`config.mk`:
```
export PLATFORM = sky130hd
export DESIGN_NAME = gcl_cmd_sched
export DESIGN_NICKNAME = d
export VERILOG_FILES = /design/src/rtl/gcl_cmd_sched.sv
export SDC_FILE = /design/constraint.sdc
export NUM_CORES = 1
export LEC_CHECK = 0
export BUFFER_PORTS_ARGS = -buffer_cell sky130_fd_sc_hd__buf_2
export CORE_MARGIN = 4
export CORE_UTILIZATION = 49
export DETAILED_ROUTE_END_ITERATION = 7
export PLACE_DENSITY = 0.79
export SYNTH_ARGS = -nofsm -noshare
export SYNTH_HDL_FRONTEND = slang
export SYNTH_SLANG_ARGS = --single-unit
```
`constraint.sdc`:
```
create_clock -name clk -period 2.2 [get_ports clk]
set_input_delay 0.33 -clock clk [delete_from_list [all_inputs] [get_ports clk]]
set_output_delay 0.33 -clock clk [all_outputs]
set_load 0.01 [all_outputs]
```
`src/rtl/gcl_cmd_sched.sv`:
```
// Blocking sequencer from the gcl op stream onto memory ports A and B.
// Handles one op at a time: write, read, copy (read then write), or an illegal-op error response.
module gcl_cmd_sched #(
  parameter int unsigned A_SIZE  = 18,
  parameter int unsigned DQ_SIZE = 9,
  parameter int unsigned RD_LAT  = 3
) (
  input  logic                 clk,
  input  logic                 rst_n,
  input  logic                 cmd_valid,
  output logic                 cmd_ready,
  input  logic [31:0]          cmd_id,
  input  logic [2:0]           cmd,
  input  logic [A_SIZE-1:0]    cmd_adr1,
  input  logic [A_SIZE-1:0]    cmd_adr2,
  input  logic [4*DQ_SIZE-1:0] cmd_wdata,
  output logic                 rsp_valid,
  output logic [31:0]          rsp_id,
  output logic [2:0]           rsp_cmd,
  output logic [4*DQ_SIZE-1:0] rsp_data,
  output logic                 rsp_err,
  output logic                 a_rd,
  output logic                 a_wr,
  output logic [A_SIZE-1:0]    a_adr,
  output logic [4*DQ_SIZE-1:0] a_wdata,
  input  logic [4*DQ_SIZE-1:0] a_rdata,
  output logic                 b_rd,
  output logic                 b_wr,
  output logic [A_SIZE-1:0]    b_adr,
  output logic [4*DQ_SIZE-1:0] b_wdata,
  input  logic [4*DQ_SIZE-1:0] b_rdata
);

  localparam int unsigned D_W   = 4 * DQ_SIZE;
  localparam int unsigned CNT_W = $clog2(RD_LAT + 1);

  localparam logic [2:0] CMD_NOP  = 3'd0;
  localparam logic [2:0] CMD_RDA  = 3'd1;
  localparam logic [2:0] CMD_RDB  = 3'd2;
  localparam logic [2:0] CMD_WRA  = 3'd3;
  localparam logic [2:0] CMD_WRB  = 3'd4;
  localparam logic [2:0] CMD_CPAB = 3'd5;
  localparam logic [2:0] CMD_CPBA = 3'd6;
  localparam logic [2:0] CMD_ILL  = 3'd7;

  typedef enum logic [2:0] {
    S_IDLE, S_WR, S_ISSUE, S_WAIT, S_RESP, S_CPWR
  } state_t;

  typedef struct packed {
    logic [31:0]       id;
    logic [2:0]        cmd;
    logic [A_SIZE-1:0] adr1;
    logic [A_SIZE-1:0] adr2;
    logic [D_W-1:0]    wdata;
  } op_t;

  state_t             state, state_d;
  logic [CNT_W-1:0]   cnt, cnt_d;
  op_t                op, op_d;
  logic [D_W-1:0]     cp_data;

  logic               cmd_ready_d, rsp_valid_d, rsp_err_d;
  logic [31:0]        rsp_id_d;
  logic [2:0]         rsp_cmd_d;
  logic [D_W-1:0]     rsp_data_d;
  logic               a_rd_d, a_wr_d, b_rd_d, b_wr_d;
  logic [A_SIZE-1:0]  a_adr_d, b_adr_d;
  logic [D_W-1:0]     a_wdata_d, b_wdata_d;

  // Next state plus next-cycle outputs, decoded from the state being entered.
  always_comb begin
    state_d     = state;
    cnt_d       = cnt;
    op_d        = op;
    cp_data     = '0;
    cmd_ready_d = 1'b0;
    rsp_valid_d = 1'b0;
    rsp_id_d    = '0;
    rsp_cmd_d   = '0;
    rsp_data_d  = '0;
    rsp_err_d   = 1'b0;
    a_rd_d      = 1'b0;
    a_wr_d      = 1'b0;
    a_adr_d     = '0;
    a_wdata_d   = '0;
    b_rd_d      = 1'b0;
    b_wr_d      = 1'b0;
    b_adr_d     = '0;
    b_wdata_d   = '0;

    case (state)
      S_IDLE: begin
        if (cmd_valid && cmd_ready) begin
          op_d = {cmd_id, cmd, cmd_adr1, cmd_adr2, cmd_wdata};
          case (cmd)
            CMD_WRA, CMD_WRB: state_d = S_WR;
            CMD_NOP, CMD_RDA, CMD_RDB, CMD_CPAB, CMD_CPBA: state_d = S_ISSUE;
            default: state_d = S_RESP;
          endcase
        end
      end
      S_WR:    state_d = S_IDLE;
      S_ISSUE: begin
        cnt_d   = CNT_W'(RD_LAT - 1);
        state_d = S_WAIT;
      end
      S_WAIT: begin
        if (cnt == '0) begin
          state_d = (op.cmd == CMD_CPAB || op.cmd == CMD_CPBA) ? S_CPWR : S_RESP;
        end else begin
          cnt_d = cnt - CNT_W'(1);
        end
      end
      S_RESP:  state_d = S_IDLE;
      S_CPWR:  state_d = S_IDLE;
      default: state_d = S_IDLE;
    endcase

    cmd_ready_d = (state_d == S_IDLE);

    case (state_d)
      S_WR: begin
        rsp_valid_d = 1'b1;
        rsp_id_d    = op_d.id;
        rsp_cmd_d   = op_d.cmd;
        rsp_data_d  = op_d.wdata;
        if (op_d.cmd == CMD_WRA) begin
          a_wr_d    = 1'b1;
          a_adr_d   = op_d.adr1;
          a_wdata_d = op_d.wdata;
        end else begin
          b_wr_d    = 1'b1;
          b_adr_d   = op_d.adr1;
          b_wdata_d = op_d.wdata;
        end
      end
      S_ISSUE: begin
        case (op_d.cmd)
          CMD_NOP: begin
            a_rd_d = 1'b1;
            b_rd_d = 1'b1;
          end
          CMD_RDA, CMD_CPAB: begin
            a_rd_d  = 1'b1;
            a_adr_d = op_d.adr1;
          end
          default: begin
            b_rd_d  = 1'b1;
            b_adr_d = op_d.adr1;
          end
        endcase
      end
      // Read data is valid on the port during the last WAIT cycle and is registered here.
      S_RESP: begin
        rsp_valid_d = 1'b1;
        rsp_id_d    = op_d.id;
        rsp_cmd_d   = op_d.cmd;
        rsp_err_d   = (op_d.cmd == CMD_ILL);
        if (op_d.cmd == CMD_RDA) begin
          rsp_data_d = a_rdata;
        end else if (op_d.cmd == CMD_RDB) begin
          rsp_data_d = b_rdata;
        end
      end
      S_CPWR: begin
        cp_data     = (op_d.cmd == CMD_CPAB) ? a_rdata : b_rdata;
        rsp_valid_d = 1'b1;
        rsp_id_d    = op_d.id;
        rsp_cmd_d   = op_d.cmd;
        rsp_data_d  = cp_data;
        if (op_d.cmd == CMD_CPAB) begin
          b_wr_d    = 1'b1;
          b_adr_d   = op_d.adr2;
          b_wdata_d = cp_data;
        end else begin
          a_wr_d    = 1'b1;
          a_adr_d   = op_d.adr2;
          a_wdata_d = cp_data;
        end
      end
      default: ;
    endcase
  end

  // State and registered outputs; reset drops any op in flight.
  always_ff @(posedge clk) begin
    if (!rst_n) begin
      state     <= S_IDLE;
      cnt       <= '0;
      op        <= '0;
      cmd_ready <= 1'b0;
      rsp_valid <= 1'b0;
      rsp_id    <= '0;
      rsp_cmd   <= '0;
      rsp_data  <= '0;
      rsp_err   <= 1'b0;
      a_rd      <= 1'b0;
      a_wr      <= 1'b0;
      a_adr     <= '0;
      a_wdata   <= '0;
      b_rd      <= 1'b0;
      b_wr      <= 1'b0;
      b_adr     <= '0;
      b_wdata   <= '0;
    end else begin
      state     <= state_d;
      cnt       <= cnt_d;
      op        <= op_d;
      cmd_ready <= cmd_ready_d;
      rsp_valid <= rsp_valid_d;
      rsp_id    <= rsp_id_d;
      rsp_cmd   <= rsp_cmd_d;
      rsp_data  <= rsp_data_d;
      rsp_err   <= rsp_err_d;
      a_rd      <= a_rd_d;
      a_wr      <= a_wr_d;
      a_adr     <= a_adr_d;
      a_wdata   <= a_wdata_d;
      b_rd      <= b_rd_d;
      b_wr      <= b_wr_d;
      b_adr     <= b_adr_d;
      b_wdata   <= b_wdata_d;
    end
  end

endmodule

```
==> run metrics <==
status complete, no violations; share of layout cells above drive strength 1 33.8%; CP Class reg -> reg; Critical Path Source Type flip-flop; Max Clock Freq 472 MHz; async set-reset flop share out of synthesis 0%; core area 21,000 um2; cts bufs inserted 27; most frequent cell after synthesis dfxtp_1; number of port buffers 367; crit path from cnt[0]; drt pass-1 iters 7; Hold Path End b_adr[8]; top cell type's share of synthesized area 52.2%; setup slack, reg-to-reg 80 ps; Wirelength per Cell 21.1 um; Final nets 1,576; FF-to-FF path depth 8; pin count of the biggest net entering global routing 102; FP Rows 53; grt total ovfl 0; Die Area 23,600 um2; DR DRC count 0; Setup WS pre-CTS -86.3 ps; worst setup margin 83.2 ps; Most used DFF post-synth dfxtp_1; worst hold start cmd_adr1[8]; Die Y 154 um; CP peak stage delay 390 ps; final wirelength 35,700 um; vias per cell 5.88; DR vias 9,946; multi-input logic area 4640 um2; Initial Utilization 49.6%; reg2reg start cnt[0]; synthesis-to-finish area growth 31.1%; Rel. slew slack 48.2%; CTS max path bufs 3; Slew @ Worst Pin 778 ps; Buf+Inv Stages, Crit Path 2; EDFF count, synth 0; vias in the first global route 9,722; die width 154 um; Mapped Cells 1,047; H-tree depth 1; VDD IR max 0.657 mV; Pins Over Slew Limit 0; DRT antenna net count 0; Num Clock Sinks 271; first-pass GRT wire length 53,400 um; MaxCap Viol Count 0; Final Skew 14.4 ps; Synth top cells by count dfxtp_1 (271), nor2_1 (171), mux2i_1 (88); 1st-iter DRT viols 757; Final period util 96.2%; #FFs+latches synth 271; register area 5430 um2; share of the yosys chip area belonging to registers 52.2%; CP arrival 2550 ps; Root Buffer clkbuf_16; Lkg Pwr 0.00599 uW; Worst EP required 2630 ps; Final setup viols 0; fillcell total 1,703; GPL Wtd Cong 0.887; clk slew on worst S/H paths 60 ps; GRT Total Usage 27.7%; Avg Cell Area, Syn 9.93 um2; unrepaired setup endpoints after global routing yes; CP top delay family simple AND/OR/NAND/NOR gates; I/O Pins 368; CP Max Fanout 14; placed cell count 1,627; Power Density 773 nW/um2; initial antenna violation count 8; Synth area leaders dfxtp_1 (52%), mux2i_1 (8.5%), nor2_1 (6.2%); post-synth net total 1,230; Worst-Skew Late Latency 530 ps; cells along the critical path inv_1 -> ha_2 -> and4b_2 -> o211ai_2 -> or2_2 -> a21oi_4 -> buf_12 -> o2bb2ai_1; Final Hold Viols 0; Netlist cell types 53; fin cells 1,692; reg2reg end b_wdata[19]; HPWL after DPL 23,000 um; Critical Path End Type flip-flop; Final min period 2120 ps; Tightest Hold Check Type in -> reg; slowest CP cell or2_2; area leader, netlist dfxtp_1; WHS Path Cells 2; Synth Cell Area 10,400 um2; Warnings, synthesis 0; CTS tree built
[layer usage]
layer / up-vias / global-route usage, % / wire length [um]
li1: 4504 / - / -
met1: 4713 / 35.0 / 13900
met2: 602 / 46.6 / 17100
met3: 123 / 5.32 / 3200
met4: 4 / 11.3 / 1530
met5: - / 0 / 21
[timing repair]
| item | CTS | global route |
|---|---|---|
| gates resized for setup | 2 | 9 |
| endpoints found under the setup margin | 54 | 74 |
| hold buffers | 4 | 1 |
| buffers inserted | 0 | 4 |
| pin swaps | 2 | 3 |
| endpoints found under the hold margin | 4 | 1 |
| cloned | 0 | 3 |
[state kept, by name, summed over array words and instances, names as in the netlist]
register   flops
b_wr           1
rsp_data      36
a_wdata       36
rsp_id        32
cnt            2
rsp_cmd        3
rsp_err        1
b_rd           1
state          3
b_adr         18
op            80
a_rd           1
a_adr         18
b_wdata       36
a_wr           1
rsp_valid      1
cmd_ready      1
[where the power goes]
part	leakage, uW	total [uW]	switching [uW]	internal [uW]
registers	0.00219	5070	39.4	5030
logic	0.00338	1120	697	420
clock network	0.000413	4360	1850	2510
[cell usage in the layout, fill, tap and decap left out, types with 8 or more instances in the layout]
| master | n |
|---|---|
| buf_2 | 367 |
| dfxtp_1 | 271 |
| nor2_1 | 169 |
| mux2i_1 | 88 |
| o221ai_1 | 71 |
| a21boi_0 | 62 |
| a21oi_1 | 58 |
| o2bb2ai_1 | 45 |
| nand2_1 | 44 |
| nor4b_1 | 35 |
| clkbuf_16 | 28 |
| buf_4 | 27 |
| nand4_1 | 20 |
| nand2b_1 | 19 |
| buf_12 | 11 |
| a32oi_1 | 10 |
| clkbuf_1 | 8 |
[logic make-up after synthesis]
| kind of cell | count (synthesis) | synth area share, % |
|---|---|---|
| muxes | 88 | 8.47 |
| and+or+nand+nor | 319 | 15.3 |
| DFF | 271 | 52.2 |
| buffers and inverters | 104 | 4.56 |
| AOI/OAI and AO/OA | 264 | 19.4 |
| adders and majority gates | 1 | 0.120 |
[how the worst max path moves through the flow]
stage	endpoint	slack, ps	cells after the start
final	b_wdata[19]	80	8
after global routing	b_wdata[19]	-10	8
after CTS	rsp_data[29]	-40	6
after detailed placement	b_adr[2]	-90	7
after global placement	a_adr[0]	-30	6
after floorplan	rsp_data[35]	250	8
[stage by stage]
stage / util (%) / setup TNS [ps] / power (uW) / cell area, um2 / hold slack, ps
floorplan: - / 0 / 5750 / 10400 / 447
global placement: 60.1 / -295 / 6210 / 12600 / 470
detailed placement: 60.1 / -2420 / 6230 / 12600 / 478
CTS: 64.4 / -229 / 10600 / 13500 / 1.45
global route: 65.1 / -11.3 / 10900 / 13600 / 5.41
finish: 65.1 / 0 / 10500 / 13600 / 19.2
[layout make-up]
type | instances | area share [%]
Antenna cell | 6 | 0.110
Timing Repair Buffer | 412 | 17.2
Clock buffer | 39 | 5.58
Inverter | 7 | 0.202
Multi-Input combinational cell | 674 | 34.0
Sequential cell | 271 | 39.8
Tap cell | 275 | 2.52
Clock inverter | 8 | 0.532
Note: power is estimated with default switching activity, not from simulation.
